`src/rtl/btn_input_reader.sv`:
```
`default_nettype none
// ============================================================================
// Module   : btn_input_reader
// Brief    : Two-channel button front end: sync, debounce, press/release/long
//            pulses and a shared 4-bit press counter.
// Revision : 1.0
// ============================================================================
module btn_input_reader #(
  parameter int DEBOUNCE_CYCLES = 5000,
  parameter int LONG_CYCLES     = 500000
) (
  input  logic       clk_half_mhz,
  input  logic       reset,
  input  logic [1:0] btn_n,
  output logic [1:0] btn_level,
  output logic [1:0] btn_press,
  output logic [1:0] btn_release,
  output logic [1:0] btn_long,
  output logic [3:0] press_count
);

  typedef enum logic [1:0] {
    S_IDLE       = 2'd0,
    S_DB_PRESS   = 2'd1,
    S_HELD       = 2'd2,
    S_DB_RELEASE = 2'd3
  } state_t;

  localparam logic [12:0] C_DB_LAST   = 13'(DEBOUNCE_CYCLES - 1);
  localparam logic [18:0] C_LONG      = 19'(LONG_CYCLES);
  localparam logic [18:0] C_LONG_LAST = 19'(LONG_CYCLES - 1);

  // Synchronizer carries the raw active-low level, so its reset value 1 means released.
  logic [1:0] sync1_q, sync2_q;
  logic [1:0] pressed_s;
  logic [3:0] count_q, count_d;

  always_ff @(posedge clk_half_mhz) begin
    if (reset) begin
      sync1_q <= 2'b11;
      sync2_q <= 2'b11;
    end else begin
      sync1_q <= btn_n;
      sync2_q <= sync1_q;
    end
  end

  assign pressed_s = ~sync2_q;

  for (genvar g = 0; g < 2; g++) begin : g_chan
    state_t      state_q, state_d;
    logic [12:0] dcnt_q, dcnt_d;
    logic [18:0] hcnt_q, hcnt_d;
    logic        level_q, level_d;
    logic        press_q, press_d;
    logic        release_q, release_d;
    logic        long_q, long_d;

    always_ff @(posedge clk_half_mhz) begin
      if (reset) begin
        state_q   <= S_IDLE;
        dcnt_q    <= '0;
        hcnt_q    <= '0;
        level_q   <= 1'b0;
        press_q   <= 1'b0;
        release_q <= 1'b0;
        long_q    <= 1'b0;
      end else begin
        state_q   <= state_d;
        dcnt_q    <= dcnt_d;
        hcnt_q    <= hcnt_d;
        level_q   <= level_d;
        press_q   <= press_d;
        release_q <= release_d;
        long_q    <= long_d;
      end
    end

    always_comb begin
      state_d   = state_q;
      dcnt_d    = dcnt_q;
      hcnt_d    = hcnt_q;
      level_d   = level_q;
      press_d   = 1'b0;
      release_d = 1'b0;
      long_d    = 1'b0;

      // Hold progress keeps running through release debounce so a glitch cannot lose it.
      if ((state_q == S_HELD || state_q == S_DB_RELEASE) && hcnt_q != C_LONG) begin
        hcnt_d = hcnt_q + 19'd1;
        long_d = (hcnt_q == C_LONG_LAST);
      end

      case (state_q)
        S_IDLE: begin
          if (pressed_s[g]) begin
            state_d = S_DB_PRESS;
            dcnt_d  = '0;
          end
        end
        S_DB_PRESS: begin
          if (!pressed_s[g]) begin
            state_d = S_IDLE;
          end else if (dcnt_q == C_DB_LAST) begin
            state_d = S_HELD;
            level_d = 1'b1;
            press_d = 1'b1;
            hcnt_d  = '0;
          end else begin
            dcnt_d = dcnt_q + 13'd1;
          end
        end
        S_HELD: begin
          if (!pressed_s[g]) begin
            state_d = S_DB_RELEASE;
            dcnt_d  = '0;
          end
        end
        S_DB_RELEASE: begin
          if (pressed_s[g]) begin
            state_d = S_HELD;
          end else if (dcnt_q == C_DB_LAST) begin
            state_d   = S_IDLE;
            level_d   = 1'b0;
            release_d = 1'b1;
          end else begin
            dcnt_d = dcnt_q + 13'd1;
          end
        end
        default: state_d = S_IDLE;
      endcase
    end

    assign btn_level[g]   = level_q;
    assign btn_press[g]   = press_q;
    assign btn_release[g] = release_q;
    assign btn_long[g]    = long_q;
  end

  assign count_d = count_q + {3'b000, btn_press[0]} + {3'b000, btn_press[1]};

  always_ff @(posedge clk_half_mhz) begin
    if (reset) begin
      count_q <= '0;
    end else begin
      count_q <= count_d;
    end
  end

  assign press_count = count_q;

endmodule
`default_nettype wire

```
`config.mk`:
```
export PLATFORM = sky130hd
export DESIGN_NAME = btn_input_reader
export DESIGN_NICKNAME = d
export VERILOG_FILES = /design/src/rtl/btn_input_reader.sv
export SDC_FILE = /design/constraint.sdc
export NUM_CORES = 1
export LEC_CHECK = 0
export CORE_MARGIN = 10
export CORE_UTILIZATION = 31
export CTS_CLUSTER_SIZE = 40
export DETAILED_ROUTE_END_ITERATION = 6
export GPL_ROUTABILITY_DRIVEN = 0
export MAX_ROUTING_LAYER = met4
export PLACE_DENSITY = 0.52
export SLEW_MARGIN = 20
export SYNTH_ARGS = -nofsm -noshare
export SYNTH_HDL_FRONTEND = slang
export SYNTH_SLANG_ARGS = --single-unit
```
`constraint.sdc`:
```
create_clock -name clk_half_mhz -period 3.45 [get_ports clk_half_mhz]
set_input_delay 0.345 -clock clk_half_mhz [delete_from_list [all_inputs] [get_ports clk_half_mhz]]
set_output_delay 0.345 -clock clk_half_mhz [all_outputs]
set_load 0.01 [all_outputs]
```
==> metrics, run 1 <==
status finished clean; cts bufs inserted 9; synthesis-to-layout area growth 14.1%; Cell Count, Final, Fillers Out 660; clock sinks 84; Worst slew margin 35.6%; CTS tree yes; Area contributors post-synth dfxtp_1 41%, nand4_1 4.4%, a21oi_1 3.9%, xnor2_1 3.2%, nand2_1 3.1%; grt ovf 0; Crit Path Class register to register; worst vdd ir 0.236 mV; DR vias/cell 5.14; Die H 135 um; layout net count 491; via count 3391; placed cells 644; post-route cell area 0.00472 mm2; simple-gate area share of the yosys netlist 29.6%; share of cells above drive strength 1 6.40%; initial core utilization 31.5%; CTS max path bufs 2; antenna violations before repair 0; post-synthesis cell type count 56; ys flop type dfxtp_1; PwrDens 446 mW/mm2; DR WL/cell 13.4 um; setup bufs post-CTS 0; Max Slew Vio Count 0; Seq/Total Area, Yosys 40.7%; largest net degree at the start of global routing 28; WP data arrival 2780 ps; CTS Root Buffer Type clkbuf_16; number of global-route vias before repair 3151; Mapped Cells 479; GRT Total Usage 10.3%; Final Hold Violating Endpoints 0; Post-Synth XOR/XNOR Area 5.72%; clock-pin slew on the worst setup and hold paths 60 ps; post_cts resized 0; Final setup viols 0; Post-Syn Nets 491; WL final 8810 um; Post-CTS Hold Fix Bufs 0; first-pass GRT wire length 15200 um; most frequent cell after synthesis dfxtp_1; Reg with most FFs g_chan.hcnt_q; Yosys top cell by area dfxtp_1; H-Tree Depth 3; HPWL Detailed 6150 um; placed inst area 0.00438 mm2; min-delay worst type register to register; synthesis-stage register bit count 84; CP max FO 18; critical path data required time 3730 ps; post-route setup TNS 0 ps; synth cell count leaders 84 x dfxtp_1, 34 x nand2_1, 32 x a21oi_1, 31 x nor2_1, 29 x nand4_1; IO buf count 15; largest family of logic cells by synthesized area simple AND/OR/NAND/NOR gates; fillcell total 1354; 1st-pass router iterations 4; Final min period 2500 ps; Routed Antenna Nets 0; Async SR Flop Fraction 0%; Yosys top cell area share 40.7%; Yosys Warn Count 0; Final period util 72.4%; crit start category register; DRT iter0 DRCs 183; Total Power 0.00210 W; Max Fclk 400 MHz; die area 0.0183 mm2; Skew-Pair Late Insertion Delay 340 ps; max-cap violation count 0; I/O pin count 16; compound-gate portion of the synthesized area 13.4%; Syn Std Cell Area 0.00413 mm2; Rows 42; Post-Synth Adder-Cell Area 2.60%; RSZ-0062 raised after global routing no; Leak 1.50 nW; final setup margin 951 ps; mux cell area share after synthesis 2.66%; Core ar. 0.0131 mm2; DR DRC count 0; overall die width 135 um; mean post-synth cell area 8.63 um2; Post-synth EDFFs 0; antenna cells 0; max FFs per register 38; Worst-Margin Slew 952 ps; Worst Setup End Kind register; clk_skew 4.77 ps; worst slack at placement 987 ps
-- power by group --
group          internal [W]  total [W]  switching, W  leakage (nW)
Combinational     0.0000175  0.0000503     0.0000328         0.655
Sequential         0.000975   0.000979    0.00000449         0.678
Clock              0.000691    0.00108      0.000385         0.169
Total               0.00168    0.00210      0.000422          1.50
-- cell usage in the layout (no fill, tap or decap), types with 2 or more instances in the layout --
master           synthesis  routed
nand2_1                 34      34
buf_4                    8       3
xor2_1                  12      12
xnor2_1                 15      15
o31ai_1                  7       7
inv_1                   20      20
o21ai_0                 19      19
o21a_1                   2       2
o21ai_1                  2       2
clkinv_2                 0       2
or4b_2                   3       3
and4_1                   8       8
a21oi_1                 32      32
nor3_1                  12      12
nor4_1                   9       9
a211o_1                  2       2
o21bai_1                 2       2
nand2b_1                 8       8
bufinv_16                0       2
or3_1                   17      17
and2_1                   4       4
nand3_1                 18      18
dfxtp_1                 84      84
clkdlybuf4s50_1          0      15
ha_1                     7       7
or4_1                   10      10
a21bo_2                  2       2
clkbuf_16                0       9
clkbuf_8                 0       3
nor2_1                  31      31
mux2i_1                 11      11
or2_2                    4       4
nand4_1                 29      29
nand4b_1                 3       3
and3_1                  10      10
nor4b_1                  2       2
o211ai_1                 8       8
nor4bb_1                 3       3
a211oi_1                 2       2
-- cell type report --
class	count	area, um2	area share, %
Clock buffer	12	267	5.65
Clock inverter	4	70.1	1.49
Inverter	20	75.1	1.59
Multi-Input combinational cell	346	2230	47.3
Sequential cell	84	1680	35.7
Tap cell	176	220	4.67
Timing Repair Buffer	18	173	3.66
-- metrics by stage --
step	util (%)	hold WS, ps
2_1_floorplan	-	389
3_5_place_dp	33.3	399
3_3_place_gp	33.3	401
5_1_grt	35.9	430
4_1_cts	35.9	414
6_report	35.9	412
-- layer usage --
layer | wire length [um] | share of wire, % | up-vias | GRT usage, %
li1 | - | - | 1752 | -
met4 | 100 | 1.1 | 0 | 3.05
met1 | 4330 | 49 | 1589 | 12.7
met2 | 4010 | 45 | 43 | 15.5
met3 | 368 | 4.2 | 7 | 3.75
met5 | 0 | 0 | - | -
-- worst max-delay path, cell delays in order, from the launching register on --
cell	delay, ps
dfxtp_1	720
xor2_1	710
o21ai_1	360
or4_1	570
nand2_1	80
-- logic make-up (layout without fill, tap and decap cells) --
logic type | Yosys count | in the layout
XOR/XNOR | 27 | 27
multiplexers | 11 | 11
AO/OA/AOI/OAI | 88 | 88
flip-flops | 84 | 84
buffers and inverters | 49 | 54
adder cells (fa/ha/maj) | 8 | 8
AND/OR/NAND/NOR | 212 | 212
-- final timing paths --
path | slack [ps] | cells after the start | from | end
setup / recovery | 950 | 4 | register | g_chan[1].dcnt_q[12]$_SDFFE_PP0P_
hold / removal | 410 | 1 | sync1_q[0]$_SDFF_PP1_ | sync2_q[0]$_SDFF_PP1_
hold reg to reg | 410 | 1 | sync1_q[0]$_SDFF_PP1_ | sync2_q[0]$_SDFF_PP1_
setup reg to reg | 950 | 4 | register | g_chan[1].dcnt_q[12]$_SDFFE_PP0P_
Power figures use the tool's default switching activity.
==> inputs of run 2 (changes only) <==
==> constraint.sdc (replaced) <==
create_clock -name clk_half_mhz -period 2.3 [get_ports clk_half_mhz]
set_input_delay 0.23 -clock clk_half_mhz [delete_from_list [all_inputs] [get_ports clk_half_mhz]]
set_output_delay 0.23 -clock clk_half_mhz [all_outputs]
set_load 0.01 [all_outputs]
==> run 2 against run 1 <==
Compared with the run above:
- critical path depth rose by 2
- clock skew rose by 2.7 ps
- cell count up 2.1%
- sequential share of layout area shrank 0.86 points
- hold slack got worse by 3.7 ps
- sequential cell count stayed put
- critical endpoint is now g_chan[1].hcnt_q[14]$_SDFF_PP0_
==> metrics, run 2 (synthesis results as in run 1) <==
fillcell total 1339; largest net degree at the start of global routing 18; most frequent cells in the layout 84 x dfxtp_1, 34 x nand2_1, 32 x a21oi_1, 31 x nor2_1, 29 x nand4_1; Rows 42; overall die width 135 um; Core ar. 0.0131 mm2; Worst slew margin 60.8%; placed cells 659; Die H 135 um; Final setup viols 0; register area 0.00168 mm2; most used routing layer met2; Worst-Margin Slew 580 ps; antenna violations before repair 0; HPWL Detailed 6550 um; Core Util, Final 36.8%; number of global-route vias before repair 3323; CTS max path bufs 2; worst slack at placement 313 ps; WP data arrival 2270 ps; IO buf count 15; Cell Count, Final, Fillers Out 674; Final Hold Violating Endpoints 0; WL final 9230 um; GR Util met2 16.8%; die area 0.0183 mm2; commonest non-fill, non-tap cell in the layout dfxtp_1; min-delay worst type register to register; Final period util 87.0%; initial core utilization 31.5%; CTS tree yes; H-Tree Depth 3; I/O pin count 16; post_cts resized 0; Slowest cell on crit path or4_1; Leak 1.57 nW; area of the multi-input gates 0.00223 mm2; Skew-Pair Late Insertion Delay 340 ps; DR vias/cell 5.16; CP top delay family simple AND/OR/NAND/NOR gates; DR DRC count 0; Final min period 2000 ps; PwrDens 665 mW/mm2; Crit Path Class register to register; setup bufs post-CTS 0; first-pass GRT wire length 16200 um; Routed Antenna Nets 0; final setup margin 299 ps; clock sinks 84; Critical path buffers and inverters 2; Max Fclk 500 MHz; CP max FO 7; CTS Root Buffer Type clkbuf_16; status finished clean; DRT iter0 DRCs 337; 1st-pass router iterations 4; clock-pin slew on the worst setup and hold paths 60 ps; max-cap violation count 0; Max Slew Vio Count 0; crit start category register; via count 3475; GRT met1 Usage 13.3%; DR WL/cell 13.7 um; cell breakdown of the critical path ha_1 -> inv_1 -> or4_1 -> buf_4 -> or3_1 -> a21oi_1; layout net count 506; antenna cells 0; critical path data required time 2570 ps; max FFs per register 38; Post-CTS Hold Fix Bufs 0; GRT met3 Usage 2.86%; grt ovf 0; Worst Setup End Kind register; GRT Total Usage 10.8%; cts bufs inserted 9; RSZ-0062 raised after global routing no; share of cells above drive strength 1 8.84%; clk_skew 7.43 ps; post-route setup TNS 0 ps; worst vdd ir 0.364 mV; Reg with most FFs g_chan.hcnt_q; synthesis-to-layout area growth 16.9%; CP peak stage delay 550 ps
## run 2: changes by cell type in the layout (fill, tap and decap cells not counted), sizes merged
cell / delta
buf: +15
bufinv: +1
clkbuf: -1
clkinv: -2
clkinvlp: +1
## run 2: power breakdown
part           switching, W   total, W  internal [W]
logic             0.0000515  0.0000852     0.0000337
clock network      0.000575    0.00166       0.00108
registers        0.00000686    0.00147       0.00146
total              0.000633    0.00321       0.00258
## run 2: through the flow
step,total power (W),area [um2],hold slack [ps]
2_1_floorplan,0.00155,4130,334
6_report,0.00321,4830,408
3_3_place_gp,0.00159,4490,395
4_1_cts,0.00327,4830,413
3_5_place_dp,0.00159,4490,393
5_1_grt,0.00334,4830,440
## run 2: final timing paths
check,slack (ps),cells after the start,to,startpoint
worst min register to register,410,1,sync2_q[0]$_SDFF_PP1_,sync1_q[0]$_SDFF_PP1_
worst min-delay path,410,1,sync2_q[0]$_SDFF_PP1_,sync1_q[0]$_SDFF_PP1_
worst max-delay path,300,6,g_chan[1].hcnt_q[14]$_SDFF_PP0_,g_chan[1].hcnt_q[1]$_SDFF_PP0_
worst max register to register,300,6,g_chan[1].hcnt_q[14]$_SDFF_PP0_,g_chan[1].hcnt_q[1]$_SDFF_PP0_
## run 2: metal layers
| layer | vias up | wire [um] |
|---|---|---|
| met1 | 1638 | 4490 |
| li1 | 1781 | - |
| met3 | 8 | 336 |
| met4 | 0 | 91 |
| met5 | - | 0 |
| met2 | 48 | 4310 |
## run 2: area by class of cell
class | count | area share, %
Clock buffer | 11 | 5.02
Clock inverter | 4 | 2.02
Inverter | 20 | 1.55
Multi-Input combinational cell | 346 | 46.1
Sequential cell | 84 | 34.8
Tap cell | 176 | 4.56
Timing Repair Buffer | 33 | 5.90
